[src/rtl/bram_to_gddr6_writer.sv]
// bram_to_gddr6_writer
// Reads i_length 256-bit words from a local BRAM and writes them to GDDR6
// through the AXI4 write channels of an external NAP. Each transfer is split
// into INCR bursts of at most MAX_BURST beats that never cross a 4 KB page.
// Only one burst is outstanding at a time. Everything runs on i_nap_clk.
//
// Ports
//   i_nap_clk, i_nap_reset        clock, asynchronous active-high reset
//   i_start                       1-cycle start pulse (ignored while o_busy)
//   i_gddr_addr[27:0]             GDDR6 byte address ([4:0] masked to 0)
//   i_bram_addr[8:0]              first BRAM word
//   i_length[7:0]                 beats to write, 0 = no-op
//   o_busy / o_done / o_error     status (done and error are sticky)
//   o_bram_rd_en/_addr            BRAM read port, i_bram_rd_data 1 cycle later
//   o_axi_aw*, i_axi_awready      AXI write address channel
//   o_axi_w*,  i_axi_wready       AXI write data channel
//   i_axi_b*,  o_axi_bready       AXI write response channel (bid ignored)
//   o_axi_ar*, o_axi_rready       read channels, tied off
//
// Build option
//   GDDR6_WR_SUB42_EN  when defined, each 32-bit lane of the BRAM word is
//                      written as (lane - 42) mod 2^32; otherwise passthrough.

module bram_to_gddr6_writer #(
  parameter int unsigned MAX_BURST = 16,
  parameter logic [7:0]  AXI_ID    = 8'h1
) (
  input  logic         i_nap_clk,
  input  logic         i_nap_reset,
  input  logic         i_start,
  input  logic [27:0]  i_gddr_addr,
  input  logic [8:0]   i_bram_addr,
  input  logic [7:0]   i_length,
  output logic         o_busy,
  output logic         o_done,
  output logic         o_error,
  output logic         o_bram_rd_en,
  output logic [8:0]   o_bram_rd_addr,
  input  logic [255:0] i_bram_rd_data,
  output logic         o_axi_awvalid,
  output logic [27:0]  o_axi_awaddr,
  output logic [7:0]   o_axi_awlen,
  output logic [7:0]   o_axi_awid,
  output logic [2:0]   o_axi_awsize,
  output logic [1:0]   o_axi_awburst,
  input  logic         i_axi_awready,
  output logic         o_axi_wvalid,
  output logic [255:0] o_axi_wdata,
  output logic [31:0]  o_axi_wstrb,
  output logic         o_axi_wlast,
  input  logic         i_axi_wready,
  input  logic         i_axi_bvalid,
  output logic         o_axi_bready,
  input  logic [1:0]   i_axi_bresp,
  input  logic [7:0]   i_axi_bid,
  output logic         o_axi_arvalid,
  output logic [27:0]  o_axi_araddr,
  output logic [7:0]   o_axi_arlen,
  output logic [7:0]   o_axi_arid,
  output logic [2:0]   o_axi_arsize,
  output logic [1:0]   o_axi_arburst,
  output logic         o_axi_rready
);

  localparam int unsigned ADDR_W  = 28;
  localparam int unsigned BRAM_AW = 9;
  localparam int unsigned DATA_W  = 256;
  localparam int unsigned LANES   = DATA_W / 32;
  localparam int unsigned LEN_W   = 8;
  localparam int unsigned BEAT_W  = 5;
  localparam int unsigned PAGE_W  = 13;

  typedef enum logic [2:0] {
    ST_IDLE,
    ST_AW,
    ST_RD,
    ST_RDW,
    ST_W,
    ST_B,
    ST_FINISH
  } state_t;

  state_t              state, state_nxt;
  logic [ADDR_W-1:0]   cur_addr, cur_addr_nxt;
  logic [BRAM_AW-1:0]  cur_bram, cur_bram_nxt;
  logic [LEN_W-1:0]    remaining, remaining_nxt;
  logic [BEAT_W-1:0]   blen, blen_nxt;
  logic [BEAT_W-1:0]   beat, beat_nxt;
  logic [DATA_W-1:0]   wdata_nxt;
  logic                done_nxt, error_nxt;
  logic [PAGE_W-1:0]   page_bytes_c;
  logic [LEN_W-1:0]    page_beats_c;
  logic [LEN_W-1:0]    blen_calc_c;

  // Read channels are never used.
  assign o_axi_arvalid = 1'b0;
  assign o_axi_araddr  = '0;
  assign o_axi_arlen   = '0;
  assign o_axi_arid    = '0;
  assign o_axi_arsize  = '0;
  assign o_axi_arburst = '0;
  assign o_axi_rready  = 1'b0;

  logic unused_ok;
  assign unused_ok = &{1'b0, i_axi_bid, i_gddr_addr[4:0]};

  // Next-state and datapath update.
  always_comb begin
    state_nxt     = state;
    cur_addr_nxt  = cur_addr;
    cur_bram_nxt  = cur_bram;
    remaining_nxt = remaining;
    blen_nxt      = blen;
    beat_nxt      = beat;
    wdata_nxt     = o_axi_wdata;
    done_nxt      = o_done;
    error_nxt     = o_error;
    page_bytes_c  = '0;
    page_beats_c  = '0;
    blen_calc_c   = '0;

    case (state)
      ST_IDLE: begin
        if (i_start) begin
          cur_addr_nxt  = {i_gddr_addr[27:5], 5'b0};
          cur_bram_nxt  = i_bram_addr;
          remaining_nxt = i_length;
          done_nxt      = 1'b0;
          error_nxt     = 1'b0;
          state_nxt     = (i_length == '0) ? ST_FINISH : ST_AW;
        end
      end
      ST_AW: begin
        if (i_axi_awready) begin
          beat_nxt  = '0;
          state_nxt = ST_RD;
        end
      end
      ST_RD: state_nxt = ST_RDW;
      ST_RDW: begin
`ifdef GDDR6_WR_SUB42_EN
        for (int i = 0; i < int'(LANES); i++) begin
          wdata_nxt[32*i +: 32] = i_bram_rd_data[32*i +: 32] - 32'd42;
        end
`else
        wdata_nxt = i_bram_rd_data;
`endif
        state_nxt = ST_W;
      end
      ST_W: begin
        if (i_axi_wready) begin
          cur_bram_nxt  = cur_bram + 9'd1;
          remaining_nxt = remaining - 8'd1;
          beat_nxt      = beat + 5'd1;
          state_nxt     = o_axi_wlast ? ST_B : ST_RD;
        end
      end
      ST_B: begin
        if (i_axi_bvalid) begin
          if (i_axi_bresp != 2'b00) begin
            error_nxt = 1'b1;
            state_nxt = ST_IDLE;
          end else begin
            cur_addr_nxt = cur_addr + (ADDR_W'(blen) << 5);
            state_nxt    = (remaining != '0) ? ST_AW : ST_FINISH;
          end
        end
      end
      ST_FINISH: begin
        done_nxt  = 1'b1;
        state_nxt = ST_IDLE;
      end
      default: state_nxt = ST_IDLE;
    endcase

    // Burst size is fixed on entry to ST_AW so AW fields stay stable while waiting.
    page_bytes_c = 13'd4096 - {1'b0, cur_addr_nxt[11:0]};
    page_beats_c = LEN_W'(page_bytes_c >> 5);
    blen_calc_c  = remaining_nxt;
    if (blen_calc_c > LEN_W'(MAX_BURST)) blen_calc_c = LEN_W'(MAX_BURST);
    if (blen_calc_c > page_beats_c)      blen_calc_c = page_beats_c;
    if ((state_nxt == ST_AW) && (state != ST_AW)) blen_nxt = BEAT_W'(blen_calc_c);
  end

  // State, datapath and registered outputs.
  always_ff @(posedge i_nap_clk or posedge i_nap_reset) begin
    if (i_nap_reset) begin
      state          <= ST_IDLE;
      cur_addr       <= '0;
      cur_bram       <= '0;
      remaining      <= '0;
      blen           <= '0;
      beat           <= '0;
      o_busy         <= 1'b0;
      o_done         <= 1'b0;
      o_error        <= 1'b0;
      o_bram_rd_en   <= 1'b0;
      o_bram_rd_addr <= '0;
      o_axi_awvalid  <= 1'b0;
      o_axi_awaddr   <= '0;
      o_axi_awlen    <= '0;
      o_axi_awid     <= '0;
      o_axi_awsize   <= '0;
      o_axi_awburst  <= '0;
      o_axi_wvalid   <= 1'b0;
      o_axi_wdata    <= '0;
      o_axi_wstrb    <= '0;
      o_axi_wlast    <= 1'b0;
      o_axi_bready   <= 1'b0;
    end else begin
      state          <= state_nxt;
      cur_addr       <= cur_addr_nxt;
      cur_bram       <= cur_bram_nxt;
      remaining      <= remaining_nxt;
      blen           <= blen_nxt;
      beat           <= beat_nxt;
      o_busy         <= (state_nxt != ST_IDLE);
      o_done         <= done_nxt;
      o_error        <= error_nxt;
      o_bram_rd_en   <= (state_nxt == ST_RD);
      o_bram_rd_addr <= cur_bram_nxt;
      o_axi_awvalid  <= (state_nxt == ST_AW);
      o_axi_awaddr   <= cur_addr_nxt;
      o_axi_awlen    <= (state_nxt == ST_AW) ? LEN_W'(blen_nxt - 5'd1) : '0;
      o_axi_awid     <= AXI_ID;
      o_axi_awsize   <= 3'd5;
      o_axi_awburst  <= 2'b01;
      o_axi_wvalid   <= (state_nxt == ST_W);
      o_axi_wdata    <= wdata_nxt;
      o_axi_wstrb    <= '1;
      o_axi_wlast    <= (state_nxt == ST_W) && (beat_nxt == (blen_nxt - 5'd1));
      o_axi_bready   <= (state_nxt == ST_B);
    end
  end

endmodule

[config.mk]
export PLATFORM = sky130hd
export DESIGN_NAME = bram_to_gddr6_writer
export DESIGN_NICKNAME = d
export VERILOG_FILES = /design/src/rtl/bram_to_gddr6_writer.sv
export SDC_FILE = /design/constraint.sdc
export NUM_CORES = 1
export LEC_CHECK = 0
export CORE_AREA = 5 5 277 279
export DETAILED_ROUTE_END_ITERATION = 8
export DIE_AREA = 0 0 282 284
export MAX_ROUTING_LAYER = met4
export SETUP_SLACK_MARGIN = 0.1
export SKIP_LAST_GASP = 1
export SLEW_MARGIN = 40
export SYNTH_ARGS = -nofsm -noshare
export SYNTH_HDL_FRONTEND = slang
export SYNTH_SLANG_ARGS = --single-unit
[constraint.sdc]
create_clock -name i_nap_clk -period 24.7 [get_ports i_nap_clk]
set_clock_uncertainty 0.15 [all_clocks]
set_input_delay 3.705 -clock i_nap_clk [delete_from_list [all_inputs] [get_ports i_nap_clk]]
set_output_delay 3.705 -clock i_nap_clk [all_outputs]
set_load 0.05 [all_outputs]
==> flow_summary.toml, run 1 <==
[cts]
cts_buffers = 40
clock_sinks = 329
tritoncts = "yes"
ctsResizeCount = 0
post_cts_buffers = 0
cts_root_buffer = "clkbuf_16"
insertion_delay_ns = 0.56
hold_buffers = 0
clockBufferDepth = 3
path_clk_slew_ns = 0.06
htree_levels = 2

[setup_path]
endpoint_kind = "register"
max_stage_delay_ns = 0.84
slowest_stage = "clkdlybuf4s50_1"
crit_type = "input pin to register"
crit_required_ns = 25.01
critPathMaxFanout = 30
cp.arrival_ns = 9.17
startpoint_type = "input pin"
path_cells = "clkdlybuf4s50_1 > nor4b_4 > buf_4 > a21oi_2 > a21oi_2 > inv_2 > nor3_2 > nand3_1 > or2_2 > xnor2_1 > ha_1 > o21ai_0 > nor2_1 > o31ai_1 > nand4_1 > a2bb2oi_2 > inv_1 > ha_1 > inv_1 > nor3_1 > xor3_1 > nor4_2"

[place]
dpl.hpwl_um = 41800
gp_congestion = 0.827
io_buffers = 648
preCtsSetupSlack_ns = 15.25

[global_route]
grt_pass1_wl_um = 79500
grt_pass1_vias = 12500
grt_use_total_pct = 13.3
antenna_found_initial = 6
grt-ovfl-total = 0
grt_max_degree = 87

[detailed_routing]
wirelength_um = 54000
viasPerCell = 4.12
wl_per_cell_um = 19.4
drcViolationCount = 0
vias = 11500
drt-pass1-iter-count = 5
antenna_left = 0
detailedRoute.firstIterationViolations = 538

[yosys]
ys_types = 81
synth_area_mm2 = 0.0149
ys_ff_latch = 329
synth_flop_cell = "dfrtp_1"
avgSynthCellArea_um2 = 12.8
synth_edf_count = 0
yosysTopAreaCellShare_pct = 55.3
ys_top_cells_by_area = "dfrtp_1, mux2_2, buf_4, ha_1, a21oi_1"
yosys_warnings = 0
async_reset_ff_share_pct = 100
syn_inst = 1164
synth_top_area_cell = "dfrtp_1"
yosysSeqAreaShare_pct = 55.3

[pwr]
p_per_area_mw_per_mm2 = 167
ir_worst_vdd_v = 0.000113
p_leak_nw = 9.55

[floorplan]
io_pins = 722
core_mm2 = 0.0739
dieArea_mm2 = 0.0801
initial_core_util_pct = 20.1
die-height_um = 284
die_w_um = 282
rows = 100

[timing]
period_minus_slack_ns = 8.86
layout_setup_ws_ns = 15.84
fin_crit_sh_pct = 35.9
fmax_mhz = 113
rsz0062_at_grt = "false"
tightestPinTransition_ns = 0.803
setup_viol = 0
final_hold_viol_count = 0
relSlewSlack_pct = 46.4
tns_ns = 0
slew_viol_final = 0

[layout]
layout_commonest_cell = "clkdlybuf4s50_1"
area_growth_pct = 57.1
nets = 2116
final_cell_mix = "clkdlybuf4s50_1, dfrtp_1, mux2_2, conb_1, nand2_1"
nFillCells = 7446
drive_gt1_share_pct = 20.3

[outcome]
status = "finished, final reports clean"

[job]
maxCapViolations = 0

[worst_hold_path]
hold_class = "register to register"
==> logic make-up (layout without fill, tap and decap cells) <==
family,count (synthesis),count (layout),synth area share (%)
multiplexers,261,261,19.7
other,2,72,0.0505
flip-flops,329,329,55.3
adder cells (fa/ha/maj),19,19,1.65
AO/OA/AOI/OAI,153,153,7.10
AND/OR/NAND/NOR,203,203,7.81
buffers and inverters,179,758,7.09
XOR/XNOR,18,18,1.25
==> state kept, by name (all words and copies together) (netlist names), 3 cells and up <==
signal and cells:
beat 5, remaining 8, blen 5, state 3
cur_addr 28, o_axi_awlen 6, o_axi_wdata 256, cur_bram 9
==> power by group <==
part	internal, mW	total (mW)	leakage [nW]	switching, mW
Combinational	0.837	2.31	5.00	1.47
Clock	0.363	0.605	0.641	0.242
Sequential	0.806	0.980	3.90	0.174
==> metrics by stage <==
| step | std cells | power (mW) | utilization [%] | area [µm²] | hold slack (ns) |
|---|---|---|---|---|---|
| 2_1_floorplan | 1226 | 2.51 | - | 15100 | 0.323 |
| 3_3_place_gp | 2705 | 3.29 | 29.7 | 22000 | 0.337 |
| 3_5_place_dp | 2706 | 3.31 | 29.8 | 22000 | 0.342 |
| 4_1_cts | 2773 | 3.95 | 31.6 | 23300 | 0.355 |
| 5_1_grt | 2780 | 4.09 | 31.6 | 23400 | 0.363 |
| 6_report | 2782 | 3.89 | 31.6 | 23400 | 0.352 |
==> worst max-delay path: cells and delay by family <==
family | cells | cell delay (ns)
compound gates | 5 | 1.52
xor+xnor | 2 | 0.34
fa+ha+maj | 2 | 0.53
buf+inv | 5 | 1.44
simple gates | 8 | 1.62
==> final timing paths <==
kind                            slack, ns  depth (start not counted)             start                to
worst max-delay path                15.84                         22           i_start       o_axi_wlast
worst min-delay path                 0.35                          1  o_axi_wdata[243]  o_axi_wdata[243]
worst max register to register      19.09                         21          state[1]       o_axi_wlast
worst min register to register       0.35                          1  o_axi_wdata[243]  o_axi_wdata[243]
max in group asynchronous           19.03                          4       i_nap_reset  o_axi_wdata[248]
min in group asynchronous            3.47                          2       i_nap_reset  o_axi_wdata[177]
==> Yosys cell counts (9+ instances only) <==
| cell | count |
|---|---|
| dfrtp_1 | 329 |
| mux2_2 | 258 |
| buf_4 | 98 |
| nand2_1 | 46 |
| a21oi_1 | 41 |
| clkbuf_1 | 40 |
| o21ai_0 | 39 |
| nor2_1 | 32 |
| inv_1 | 26 |
| nand3_1 | 23 |
| ha_1 | 18 |
| and2_1 | 11 |
| nor3_1 | 11 |
| xnor2_1 | 11 |
| a31oi_1 | 10 |
| and3_1 | 9 |
==> layout make-up <==
cell class / instances / area [µm²] / share of cell area (%)
Clock buffer: 54 / 1090 / 4.68
Clock inverter: 13 / 223 / 0.953
Sequential cell: 329 / 8230 / 35.2
Antenna cell: 8 / 20.0 / 0.0857
Timing Repair Buffer: 662 / 6620 / 28.3
Inverter: 29 / 116 / 0.498
Multi-Input combinational cell: 718 / 5850 / 25.0
Tap cell: 969 / 1210 / 5.19
==> metal layers <==
| layer | up-vias | part of all wire [%] | GRT usage (%) |
|---|---|---|---|
| met5 | - | 0 | - |
| met4 | 0 | 3.0 | 3.94 |
| met3 | 78 | 9.8 | 5.30 |
| met2 | 491 | 51 | 23.0 |
| met1 | 5661 | 36 | 14.0 |
| li1 | 5222 | - | - |
Note: power is estimated with default switching activity, not from simulation.
==> inputs of run 2 (changes only) <==
--- a/config.mk
+++ b/config.mk
@@ -5,9 +5,9 @@
 export SDC_FILE = /design/constraint.sdc
 export NUM_CORES = 1
 export LEC_CHECK = 0
-export CORE_AREA = 5 5 277 279
+export CORE_AREA = 5 5 278 280
 export DETAILED_ROUTE_END_ITERATION = 8
-export DIE_AREA = 0 0 282 284
+export DIE_AREA = 0 0 283 285
 export MAX_ROUTING_LAYER = met4
 export SETUP_SLACK_MARGIN = 0.1
 export SKIP_LAST_GASP = 1
==> constraint.sdc (replaced) <==
create_clock -name i_nap_clk -period 8.8 [get_ports i_nap_clk]
set_clock_uncertainty 0.15 [all_clocks]
set_input_delay 1.32 -clock i_nap_clk [delete_from_list [all_inputs] [get_ports i_nap_clk]]
set_output_delay 1.32 -clock i_nap_clk [all_outputs]
set_load 0.05 [all_outputs]
==> flow_summary.toml, run 2 (synthesized netlist as in run 1, its figures left out) <==
[outcome]
status = "finished, final reports clean"

[setup_path]
critical_path_buf_inv_count = 4
endpoint_kind = "register"
crit_required_ns = 9.09
crit_family = "simple AND/OR/NAND/NOR gates"
slowest_stage = "clkdlybuf4s50_1"
path_cells = "clkdlybuf4s50_1 > or4b_4 > o211ai_1 > o211a_1 > inv_2 > nor3_2 > nand3_1 > or2_2 > xnor2_1 > ha_1 > o21ai_0 > nor2_1 > o31a_1 > a31oi_1 > o22ai_1 > inv_1 > ha_1 > inv_1 > nor3_1 > xor3_1 > nor4_2"
critPathMaxFanout = 17
worstReg2RegStart = "state[1]"
reg2reg_to = "o_axi_wlast"
crit_type = "input pin to register"
max_stage_delay_ns = 0.85
worst-r2r-setup-slack_ns = 3.18
cp.arrival_ns = 6.65
startpoint_type = "input pin"
r2r_cells = 20

[pwr]
combPwrFrac_pct = 59.2
ir_worst_vdd_v = 0.000233
seqPwrFrac_pct = 25.2
p_clk_share_pct = 15.7
net-switching-power_mw = 5.31
p_leak_nw = 9.58
intPower_mw = 5.67
p_per_area_mw_per_mm2 = 468
swShare_pct = 48.4
power_mw = 11.0

[cts]
clockBufferDepth = 3
path_clk_slew_ns = 0.05
cts_root_buffer = "clkbuf_16"
ctsResizeCount = 0
clock_sinks = 329
insertion_delay_ns = 0.55
cts_buffers = 40
htree_levels = 2
hold_buffers = 0
tritoncts = "yes"
post_cts_buffers = 0

[detailed_routing]
wirelength_um = 53800
viasPerCell = 4.17
drt-pass1-iter-count = 5
vias = 11600
wl_per_cell_um = 19.4
detailedRoute.firstIterationViolations = 549
antenna_left = 0
drcViolationCount = 0

[timing]
rsz0062_at_grt = "false"
final_hold_viol_count = 0
fin_crit_sh_pct = 72.3
fmax_mhz = 157
relSlewSlack_pct = 43.9
layout_setup_ws_ns = 2.44
period_minus_slack_ns = 6.36
tns_ns = 0
slew_viol_final = 0
setup_viol = 0
holdWs_ns = 0.351
tightestPinTransition_ns = 0.841

[job]
maxCapViolations = 0

[layout]
area_growth_pct = 57.7
largest_register_ffs = 256
instances_no_fill = 2781
nets = 2115
layout_commonest_cell = "clkdlybuf4s50_1"
top_regs = "o_axi_wdata (256), cur_addr (28), cur_bram (9)"
fin_area_mm2 = 0.0235
final_cell_mix = "clkdlybuf4s50_1, dfrtp_1, mux2_2, conb_1, nand2_1"
largest_register = "o_axi_wdata"
utilization_pct = 31.6
drive_gt1_share_pct = 20.5

[global_route]
grt-ovfl-total = 0
antenna_found_initial = 6
grt_pass1_vias = 12400
grt_max_degree = 150
grt_pass1_wl_um = 79800
grt_use_total_pct = 13.1

[floorplan]
die_w_um = 283
io_pins = 722
dieArea_mm2 = 0.0807
rows = 100
core_mm2 = 0.0742
initial_core_util_pct = 20.1
die-height_um = 285

[worst_hold_path]
whs_endpoint = "o_axi_wdata[0]"
hold_class = "register to register"
worstHoldPathCells = 1
hp-start = "o_axi_wdata[0]"

[place]
place_inst = 2703
place_area_mm2 = 0.0220
preCtsSetupSlack_ns = 1.63
dpl.hpwl_um = 41400
io_buffers = 648
gp_congestion = 0.843
run 2: cell types whose count changed in the layout (fill, tap and decap cells not counted), moves of 2 or more:
cell,change
diode_2,-3
clkinvlp_4,+3
buf_6,-3
buf_16,+3
buf_4,-2
clkbuf_1,-3
buf_12,+2
clkbuf_8,+2
run 2: how the worst max path moves through the flow:
stage | startpoint | endpoint | slack [ns] | cells past startpoint
3_5_place_dp | i_start | o_axi_wlast | 1.63 | 20
3_3_place_gp | i_start | o_axi_wlast | 1.74 | 21
2_1_floorplan | i_nap_reset | beat[0] | 2.94 | 1
4_1_cts | i_start | o_axi_wlast | 2.20 | 20
6_report | i_start | o_axi_wlast | 2.44 | 21
5_1_grt | i_start | o_axi_wlast | 2.09 | 21
run 2: power groups by stage:
stage	clock network, mW	logic (mW)	registers [mW]
2_1_floorplan	0	1.91	5.13
3_3_place_gp	0	6.46	2.74
3_5_place_dp	0	6.52	2.77
4_1_cts	1.79	6.55	2.76
5_1_grt	1.85	6.80	2.86
6_report	1.72	6.50	2.76
run 2: layer usage:
| layer | GRT usage, % | vias up | share of wire, % |
|---|---|---|---|
| li1 | - | 5225 | - |
| met1 | 14.0 | 5798 | 37 |
| met2 | 23.3 | 495 | 53 |
| met3 | 4.46 | 66 | 8.5 |
| met4 | 3.41 | 0 | 2.5 |
| met5 | - | - | 0 |
run 2: final cells by class:
cell class                      count  area (µm²)
Fill cell                        7421       50700
Clock inverter                     16         231
Tap cell                          969        1210
Inverter                           29         113
Timing Repair Buffer              661        6680
Multi-Input combinational cell    718        5860
Antenna cell                        5        12.5
Sequential cell                   329        8230
Clock buffer                       54        1120
==> inputs of run 3 (changes only) <==
--- a/config.mk
+++ b/config.mk
@@ -5,9 +5,9 @@
 export SDC_FILE = /design/constraint.sdc
 export NUM_CORES = 1
 export LEC_CHECK = 0
-export CORE_AREA = 5 5 278 280
+export CORE_AREA = 5 5 276 278
 export DETAILED_ROUTE_END_ITERATION = 8
-export DIE_AREA = 0 0 283 285
+export DIE_AREA = 0 0 281 283
 export MAX_ROUTING_LAYER = met4
 export SETUP_SLACK_MARGIN = 0.1
 export SKIP_LAST_GASP = 1
==> constraint.sdc (replaced) <==
create_clock -name i_nap_clk -period 5.79 [get_ports i_nap_clk]
set_clock_uncertainty 0.15 [all_clocks]
set_input_delay 0.8685 -clock i_nap_clk [delete_from_list [all_inputs] [get_ports i_nap_clk]]
set_output_delay 0.8685 -clock i_nap_clk [all_outputs]
set_load 0.05 [all_outputs]
==> flow_summary.toml, run 3 (synthesized netlist as in run 1, its figures left out) <==
[global_route]
grt-ovfl-total = 0
grt_max_degree = 116
grt_pass1_vias = 12500
grt_pass1_wl_um = 79800
antenna_found_initial = 6
grt_use_total_pct = 13.3

[place]
dpl.hpwl_um = 41900
gp_congestion = 0.864
preCtsSetupSlack_ns = 0.0328
io_buffers = 648
place_inst = 2734

[timing]
tightestPinTransition_ns = 0.761
fin_crit_sh_pct = 91.3
fmax_mhz = 189
relSlewSlack_pct = 48.0
rsz0062_at_grt = "false"
period_minus_slack_ns = 5.28
slew_viol_final = 0
layout_setup_ws_ns = 0.506
final_hold_viol_count = 0
tns_ns = 0
holdWs_ns = 0.353
setup_viol = 0

[layout]
nFillCells = 7330
utilization_pct = 32.0
nets = 2144
area_growth_pct = 58.6
instances_no_fill = 2813
largest_register_ffs = 256
largest_register = "o_axi_wdata"
final_cell_mix = "clkdlybuf4s50_1, dfrtp_1, mux2_2, conb_1, nand2_1"
top_regs = "o_axi_wdata (256), cur_addr (28), cur_bram (9)"
drive_gt1_share_pct = 21.8
layout_commonest_cell = "clkdlybuf4s50_1"

[floorplan]
dieArea_mm2 = 0.0795
core_mm2 = 0.0737
die-height_um = 283
die_w_um = 281
io_pins = 722
rows = 100
initial_core_util_pct = 20.2

[cts]
hold_buffers = 0
cts_root_buffer = "clkbuf_16"
tritoncts = "yes"
htree_levels = 2
clock_sinks = 329
insertion_delay_ns = 0.55
path_clk_slew_ns = 0.06
clockBufferDepth = 3
cts_buffers = 40
post_cts_buffers = 0
ctsResizeCount = 0

[detailed_routing]
drcViolationCount = 0
vias = 11600
detailedRoute.firstIterationViolations = 467
antenna_left = 0
wirelength_um = 53500
drt-pass1-iter-count = 7
wl_per_cell_um = 19.0
viasPerCell = 4.13

[setup_path]
critPathMaxFanout = 4
critical_path_buf_inv_count = 4
worst-r2r-setup-slack_ns = 0.51
cp.arrival_ns = 5.59
max_stage_delay_ns = 0.52
slowest_stage = "o21ai_0"
crit_required_ns = 6.09
endpoint_kind = "register"
crit_type = "register to register"
startpoint_type = "register"
crit_family = "simple AND/OR/NAND/NOR gates"
path_cells = "ha_1 > inv_1 > fa_1 > nor2b_1 > o21a_1 > o21ai_0 > a31oi_1 > buf_4 > or3_1 > and2_1 > ha_1 > nand4_1 > or2_2 > o31a_1 > a31oi_1 > o22ai_1 > inv_1 > ha_1 > inv_1 > nor3_1 > xor3_1 > nor4_2"

[worst_hold_path]
hold_class = "register to register"

[pwr]
p_leak_nw = 9.70
p_per_area_mw_per_mm2 = 710
ir_worst_vdd_v = 0.000399

[job]
maxCapViolations = 0

[outcome]
status = "finished, final reports clean"
run 3: changes by cell type in the layout (fill, tap and decap cells not counted), moves of 2 or more:
cell,delta
clkinv_2,+2
bufinv_16,-3
clkbuf_8,+3
buf_4,+31
buf_16,-3
buf_6,+2
run 3: path summary, 6_finish.rpt:
| check | cells after the start | start | end |
|---|---|---|---|
| setup / recovery | 22 | cur_addr[5] | o_axi_wlast |
| hold / removal | 1 | o_axi_wdata[102] | o_axi_wdata[102] |
| setup reg to reg | 22 | cur_addr[5] | o_axi_wlast |
| hold reg to reg | 1 | o_axi_wdata[102] | o_axi_wdata[102] |
| max in group asynchronous | 3 | i_nap_reset | o_axi_wstrb[0] |
| min in group asynchronous | 2 | i_nap_reset | o_axi_wdata[69] |
run 3: per-stage QoR:
step	power, mW	instance area, µm²
finish	16.8	23600
global route	17.6	23600
floorplan	10.7	15100
global placement	14.2	22200
detailed placement	14.3	22200
CTS	17.0	23600
run 3: routing by layer:
layer	GRT usage, %	vias up	wire [µm]
met3	4.10	68	4250
met2	24.0	460	28500
li1	-	5277	-
met4	3.27	0	1280
met5	-	-	0
met1	14.1	5811	19500
run 3: final cells by class:
| type | instances | area [µm²] | area share, % |
|---|---|---|---|
| Sequential cell | 329 | 8230 | 34.9 |
| Timing Repair Buffer | 690 | 6840 | 29.0 |
| Multi-Input combinational cell | 718 | 5860 | 24.8 |
| Tap cell | 969 | 1210 | 5.14 |
| Clock buffer | 58 | 1170 | 4.95 |
| Clock inverter | 16 | 173 | 0.732 |
| Inverter | 29 | 113 | 0.477 |
| Antenna cell | 4 | 10.0 | 0.0424 |
run 3: worst reg2reg max path, cell delays in order (launching register included):
cell and delay, ns:
dfrtp_1 0.43, ha_1 0.27, inv_1 0.08, fa_1 0.20
nor2b_1 0.06, o21a_1 0.17, o21ai_0 0.52, a31oi_1 0.24
buf_4 0.19, or3_1 0.37, and2_1 0.17, ha_1 0.27
nand4_1 0.10, or2_2 0.33, o31a_1 0.16, a31oi_1 0.18
o22ai_1 0.13, inv_1 0.07, ha_1 0.17, inv_1 0.05
nor3_1 0.29, xor3_1 0.29, nor4_2 0.27
run 3: power breakdown:
part / internal, mW / total, mW / switching [mW] / leakage (nW)
logic: 3.70 / 9.98 / 6.28 / 5.14
clock network: 1.51 / 2.56 / 1.05 / 0.660
registers: 3.44 / 4.21 / 0.772 / 3.90
